## src/rtl/if_id_stall_pipe.sv

```systemverilog
// ---------------------------------------------------------------------------
// if_id_stall_pipe
//
// Consumer side of the load-use hazard interface. Holds the program counter,
// the IF/ID pipeline register and the control-bubble mux that feeds ID/EX.
// The hazard detection unit asks for a hold through PCWrite/IFIDWrite
// (1 = hold). The branch unit in ID kills the fetched instruction with flush.
// The block also keeps a saturating count of held cycles and a sticky
// watchdog flag that sets when a stall goes on for too long.
//
// Ports:
//   clk            rising-edge clock
//   rst_n          asynchronous active-low reset
//   PCWrite        1 = hold the PC this cycle
//   IFIDWrite      1 = hold the IF/ID register this cycle
//   flush          taken branch/jump in ID: load branch_target, kill fetch
//   branch_target  PC to load on flush
//   instr_in       instruction memory data for pc_out
//   ctrl_in        main control output for the instruction in ID
//   pc_out         current PC (instruction memory address)
//   ifid_instr     instruction registered in ID
//   ifid_pc4       PC+4 of the instruction in ID
//   ifid_valid     ID holds a real, non-killed instruction
//   ifid_rs        ifid_instr[25:21], back to the hazard unit
//   ifid_rt        ifid_instr[20:16], back to the hazard unit
//   idex_ctrl      registered control bundle into ID/EX (0 = bubble)
//   stall_count    total held cycles since reset, saturating
//   stall_err      sticky stuck-stall watchdog flag
// ---------------------------------------------------------------------------
module if_id_stall_pipe #(
  parameter int unsigned         PC_WIDTH    = 32,
  parameter int unsigned         INSTR_WIDTH = 32,
  parameter int unsigned         CTRL_WIDTH  = 9,
  parameter logic [PC_WIDTH-1:0] RESET_PC    = '0,
  parameter int unsigned         MAX_STALL   = 4
) (
  input  logic                   clk,
  input  logic                   rst_n,
  input  logic                   PCWrite,
  input  logic                   IFIDWrite,
  input  logic                   flush,
  input  logic [PC_WIDTH-1:0]    branch_target,
  input  logic [INSTR_WIDTH-1:0] instr_in,
  input  logic [CTRL_WIDTH-1:0]  ctrl_in,
  output logic [PC_WIDTH-1:0]    pc_out,
  output logic [INSTR_WIDTH-1:0] ifid_instr,
  output logic [PC_WIDTH-1:0]    ifid_pc4,
  output logic                   ifid_valid,
  output logic [4:0]             ifid_rs,
  output logic [4:0]             ifid_rt,
  output logic [CTRL_WIDTH-1:0]  idex_ctrl,
  output logic [15:0]            stall_count,
  output logic                   stall_err
);

  // Run-length counter only needs to reach MAX_STALL+1, where it saturates.
  localparam int unsigned    RL_W   = $clog2(MAX_STALL + 2);
  localparam logic [RL_W-1:0] RL_MAX = RL_W'(MAX_STALL + 1);
  localparam logic [RL_W-1:0] RL_ONE = RL_W'(1);

  typedef enum logic {
    RUN   = 1'b0,
    STALL = 1'b1
  } stall_state_t;

  logic                   hold;
  logic                   take_flush;
  logic [PC_WIDTH-1:0]    pc_q;
  logic [PC_WIDTH-1:0]    pc_d;
  logic [PC_WIDTH-1:0]    pc_plus4;
  logic [INSTR_WIDTH-1:0] ifid_instr_q;
  logic [INSTR_WIDTH-1:0] ifid_instr_d;
  logic [PC_WIDTH-1:0]    ifid_pc4_q;
  logic [PC_WIDTH-1:0]    ifid_pc4_d;
  logic                   ifid_valid_q;
  logic                   ifid_valid_d;
  logic [CTRL_WIDTH-1:0]  idex_ctrl_q;
  logic [CTRL_WIDTH-1:0]  idex_ctrl_d;
  logic [15:0]            stall_count_q;
  logic [15:0]            stall_count_d;
  logic                   stall_err_q;
  logic                   err_set;
  stall_state_t           state_q;
  stall_state_t           state_d;
  logic [RL_W-1:0]        run_len_q;
  logic [RL_W-1:0]        run_len_d;

  assign hold       = PCWrite | IFIDWrite;
  // A flush seen during a hold uses stale branch operands; the branch
  // resolves again once the stall is over, so it is simply dropped here.
  assign take_flush = flush & ~hold;
  assign pc_plus4   = pc_q + PC_WIDTH'(4);

  // Next PC: hold beats flush beats sequential advance. A hold asked only on
  // IF/ID still lets the PC advance.
  always_comb begin
    pc_d = pc_plus4;
    if (PCWrite) begin
      pc_d = pc_q;
    end else if (take_flush) begin
      pc_d = branch_target;
    end
  end

  // Next IF/ID contents. A hold asked only on the PC still reloads IF/ID.
  always_comb begin
    ifid_instr_d = instr_in;
    ifid_pc4_d   = pc_plus4;
    ifid_valid_d = 1'b1;
    if (IFIDWrite) begin
      ifid_instr_d = ifid_instr_q;
      ifid_pc4_d   = ifid_pc4_q;
      ifid_valid_d = ifid_valid_q;
    end else if (take_flush) begin
      ifid_instr_d = '0;
      ifid_pc4_d   = '0;
      ifid_valid_d = 1'b0;
    end
  end

  // Any hold turns the ID/EX slot into a bubble. A killed IF/ID slot also
  // becomes a bubble, while a flushing branch itself still moves on.
  always_comb begin
    idex_ctrl_d = '0;
    if (!hold && ifid_valid_q) begin
      idex_ctrl_d = ctrl_in;
    end
  end

  always_comb begin
    stall_count_d = stall_count_q;
    if (hold && (stall_count_q != 16'hFFFF)) begin
      stall_count_d = stall_count_q + 16'd1;
    end
  end

  // Stall tracker. The run length counts every held edge of the current
  // stall, the entry edge included, so the flag sets on held edge
  // MAX_STALL+1.
  always_comb begin
    state_d   = state_q;
    run_len_d = run_len_q;
    err_set   = 1'b0;
    case (state_q)
      RUN: begin
        run_len_d = '0;
        if (hold) begin
          state_d   = STALL;
          run_len_d = RL_ONE;
        end
      end
      STALL: begin
        if (hold) begin
          if (run_len_q != RL_MAX) begin
            run_len_d = run_len_q + RL_ONE;
          end
        end else begin
          state_d   = RUN;
          run_len_d = '0;
        end
      end
      default: begin
        state_d   = RUN;
        run_len_d = '0;
      end
    endcase
    if (run_len_d == RL_MAX) begin
      err_set = 1'b1;
    end
  end

  always_ff @(posedge clk or negedge rst_n) begin
    if (!rst_n) begin
      state_q   <= RUN;
      run_len_q <= '0;
    end else begin
      state_q   <= state_d;
      run_len_q <= run_len_d;
    end
  end

  always_ff @(posedge clk or negedge rst_n) begin
    if (!rst_n) begin
      pc_q          <= RESET_PC;
      ifid_instr_q  <= '0;
      ifid_pc4_q    <= '0;
      ifid_valid_q  <= 1'b0;
      idex_ctrl_q   <= '0;
      stall_count_q <= '0;
      stall_err_q   <= 1'b0;
    end else begin
      pc_q          <= pc_d;
      ifid_instr_q  <= ifid_instr_d;
      ifid_pc4_q    <= ifid_pc4_d;
      ifid_valid_q  <= ifid_valid_d;
      idex_ctrl_q   <= idex_ctrl_d;
      stall_count_q <= stall_count_d;
      stall_err_q   <= stall_err_q | err_set;
    end
  end

  assign pc_out      = pc_q;
  assign ifid_instr  = ifid_instr_q;
  assign ifid_pc4    = ifid_pc4_q;
  assign ifid_valid  = ifid_valid_q;
  assign ifid_rs     = ifid_instr_q[25:21];
  assign ifid_rt     = ifid_instr_q[20:16];
  assign idex_ctrl   = idex_ctrl_q;
  assign stall_count = stall_count_q;
  assign stall_err   = stall_err_q;

endmodule

```

## config.mk

```make
export PLATFORM = sky130hd
export DESIGN_NAME = if_id_stall_pipe
export DESIGN_NICKNAME = d
export VERILOG_FILES = /design/src/rtl/if_id_stall_pipe.sv
export SDC_FILE = /design/constraint.sdc
export NUM_CORES = 1
export LEC_CHECK = 0
export CORE_MARGIN = 3
export CORE_UTILIZATION = 40
export DETAILED_ROUTE_END_ITERATION = 7
export HOLD_SLACK_MARGIN = 0.03
export PLACE_DENSITY = 0.72
export SETUP_SLACK_MARGIN = 0.5
export SYNTH_ARGS = -nofsm -noshare
export SYNTH_HDL_FRONTEND = slang
export SYNTH_SLANG_ARGS = --single-unit
```

## constraint.sdc

```tcl
create_clock -name clk -period 6.18 [get_ports clk]
set_input_delay 1.236 -clock clk [delete_from_list [all_inputs] [get_ports clk]]
set_output_delay 1.236 -clock clk [all_outputs]
set_load 0.005 [all_outputs]
```

==> out/metrics.yaml <==
synth_nets: 714
slew_headroom_pct: 26.5
end_kind: "register"
seq_power_share_pct: 41.2
synthFlopType: "dfrtp_1"
final_area_um2: 8770
core-area_um2: 14800
fill_cells: 1216
post-route-min-period_ns: 3.59
p_comb_share_pct: 26.0
fin_cells: 1004
synthMuxAreaShare_pct: 0.368
cts_resized: 0
grt_antenna_before_repair: 0
final.setup.tns_ns: 0
rows: 44
antenna_cells: 0
htreeDepth: 4
drive_above_1_share_pct: 6.71
ir_worst_vdd_mv: 0.198
synthSimpleGateAreaFrac_pct: 18.6
register_area_um2: 3180
place_area_um2: 8220
postRouteAntennaNets: 0
setup_viol: 0
worst_slew_pin_slew_ns: 1.10
avgSynthCellArea_um2: 9.68
io_buffers: 210
hold_violations: 0
synth_top_family_by_area: "simple AND/OR/NAND/NOR gates"
area_growth_pct: 43.3
initial_utilization_pct: 41.5
p_sw_share_pct: 29.0
dp.cells: 975
yosysWarnings: 0
rsz0062_at_grt: "false"
wl_per_cell_um: 17.7
finish.utilization_pct: 59.4
synthArstFlopShare_pct: 100
cts_tree: "yes"
synth_fa_ha_area_share_pct: 0.818
clk_pin_slew_worst_paths_ns: 0.05
viasPerCell: 5.52
netlist.area_leader.share_pct: 52.0
grt_max_degree: 80
post-cts-setup-buffer-count: 0
yosys-top-cells-area: "dfrtp_1 52%, nand2_1 6.9%, o22a_1 4.0%"
max_freq_ghz: 0.279
clock_latency_ns: 0.42
numCtsBuffers: 17
ios: 211
drtIter0Drc: 428
synth_common_cells: "127 x dfrtp_1, 113 x nand2_1, 47 x o21ai_0, 37 x a21oi_1, 34 x clkbuf_1"
status: "complete, no violations"
p_clk_share_pct: 32.7
ys_ff_latch: 127
synth_edf_count: 0
drt-total-wl_um: 17800
hp-class: "register to register"
required_ns: 6.49
cellLeakagePower_uw: 0.00370
postCtsHoldBufs: 0
clockBufferDepth: 2
die_w_um: 130
drc: 0
skew_ns: 0.00622
grt_pass1_wl_um: 28500
multi_input_area_um2: 2640
synthDistinctLibCells: 49
cts_sinks: 127
yosys.cell_count.top_type: "dfrtp_1"
dp_hpwl_um: 12200
synth_compound_area_share_pct: 18.2
critical_path_arrival_ns: 3.89
die_h_um: 130
track_usage_pct: 21.5
maxCapViolations: 0
dieArea_um2: 16800
crit_type: "input pin to register"
p_int_uw: 2020
syn-cell-area_um2: 6120
vias: 5542
synth-xor-area-share_pct: 5.15
final_max_slew_viol_count: 0
ys_seq_area_share_pct: 52.0
grt-ovfl-total: 0
cp-start-kind: "input pin"
cp_max_fo: 60
switchingPower_uw: 825
clock_tree.root_cell: "clkbuf_16"
place.gp.congestion: 0.839
syn_inst: 632
final_nets: 892
synth.largest_area_cell: "dfrtp_1"
p_per_area_nw_per_um2: 325
drt-pass1-iter-count: 4
finalCritPeriodShare_pct: 58.1
first_global_vias: 5554
-- logic make-up (layout without fill, tap and decap cells) --
group,Yosys count,after routing
adder cells (fa/ha/maj),4,4
multiplexers,2,2
buffers and inverters,67,255
flip-flops,127,127
AND/OR/NAND/NOR,228,228
XOR/XNOR,36,36
AO/OA/AOI/OAI,168,168
-- worst max-delay path, cell delays in order --
cell	delay (ns)
buf_4	0.23
nor2_1	0.65
nand2_2	0.82
buf_4	0.51
o22a_1	0.23
o22a_1	0.19
-- power groups by stage --
stage               Clock (uW)  Combinational [uW]  Sequential, uW
finish                     932                 740            1170
CTS                        950                 750            1170
global route               987                 809            1200
detailed placement           0                 741            1180
global placement             0                 726            1170
floorplan                    0                 316            1140
-- metal layers --
| metal | track usage (%) | vias to the layer above | part of all wire (%) |
|---|---|---|---|
| met4 | 8.37 | 0 | 2.0 |
| met5 | 0 | - | 0 |
| met3 | 4.78 | 28 | 7.3 |
| li1 | - | 2588 | - |
| met2 | 34.3 | 241 | 47 |
| met1 | 28.6 | 2685 | 44 |
-- flip-flops by register name, summed over array words and instances (netlist names) --
signal,flops
state_q,1
stall_err,1
stall_count,16
ifid_valid,1
ifid_instr,32
ifid_pc4,32
run_len_q,3
pc_out,32
idex_ctrl,9
-- path summary, 6_finish.rpt --
kind                                end  startpoint  cells after the start  slack, ns
max                          pc_out[27]   IFIDWrite                      6       2.59
min                           pc_out[0]   pc_out[0]                      2       0.48
max reg2reg                  pc_out[22]   pc_out[2]                      6       3.64
min reg2reg                   pc_out[0]   pc_out[0]                      2       0.48
max in group asynchronous  ifid_pc4[31]       rst_n                      2       3.91
min in group asynchronous  ifid_pc4[23]       rst_n                      1       1.00
-- through the flow --
stage	setup slack (ns)	hold slack, ns	total power, uW
finish	2.59	0.480	2850
global route	2.33	0.502	3000
CTS	2.63	0.484	2870
detailed placement	2.18	0.472	1920
global placement	2.31	0.456	1900
floorplan	3.52	0.438	1460
-- cell type report --
class / count / area share, %
clock buffers: 22 / 5.52
clock inverters: 7 / 0.714
inverters: 11 / 0.471
multi-input cells: 438 / 30.1
flip-flops and latches: 127 / 36.3
well taps: 184 / 2.63
repair buffers: 215 / 24.3
-- layout by cell type, fill, tap and decap left out, types with 3 or more instances in the layout --
cell / netlist / final
a21oi_1: 37 / 37
a22o_1: 20 / 20
a31oi_1: 10 / 10
and3_1: 14 / 14
and4_1: 8 / 8
buf_4: 11 / 7
clkbuf_16: 0 / 17
clkbuf_8: 0 / 4
clkdlybuf4s50_1: 0 / 207
clkinv_2: 0 / 5
dfrtp_1: 127 / 127
ha_1: 4 / 4
inv_1: 11 / 11
nand2_1: 113 / 112
nand3_1: 19 / 19
nand4_1: 9 / 9
nor2_1: 26 / 26
nor3_1: 15 / 15
nor4_2: 3 / 3
o21a_1: 3 / 3
o21ai_0: 47 / 47
o21ba_2: 4 / 4
o22a_1: 28 / 28
o22ai_1: 3 / 3
o31ai_1: 9 / 9
xnor2_1: 24 / 24
xor2_1: 12 / 12
Note: power is estimated with default switching activity, not from simulation.
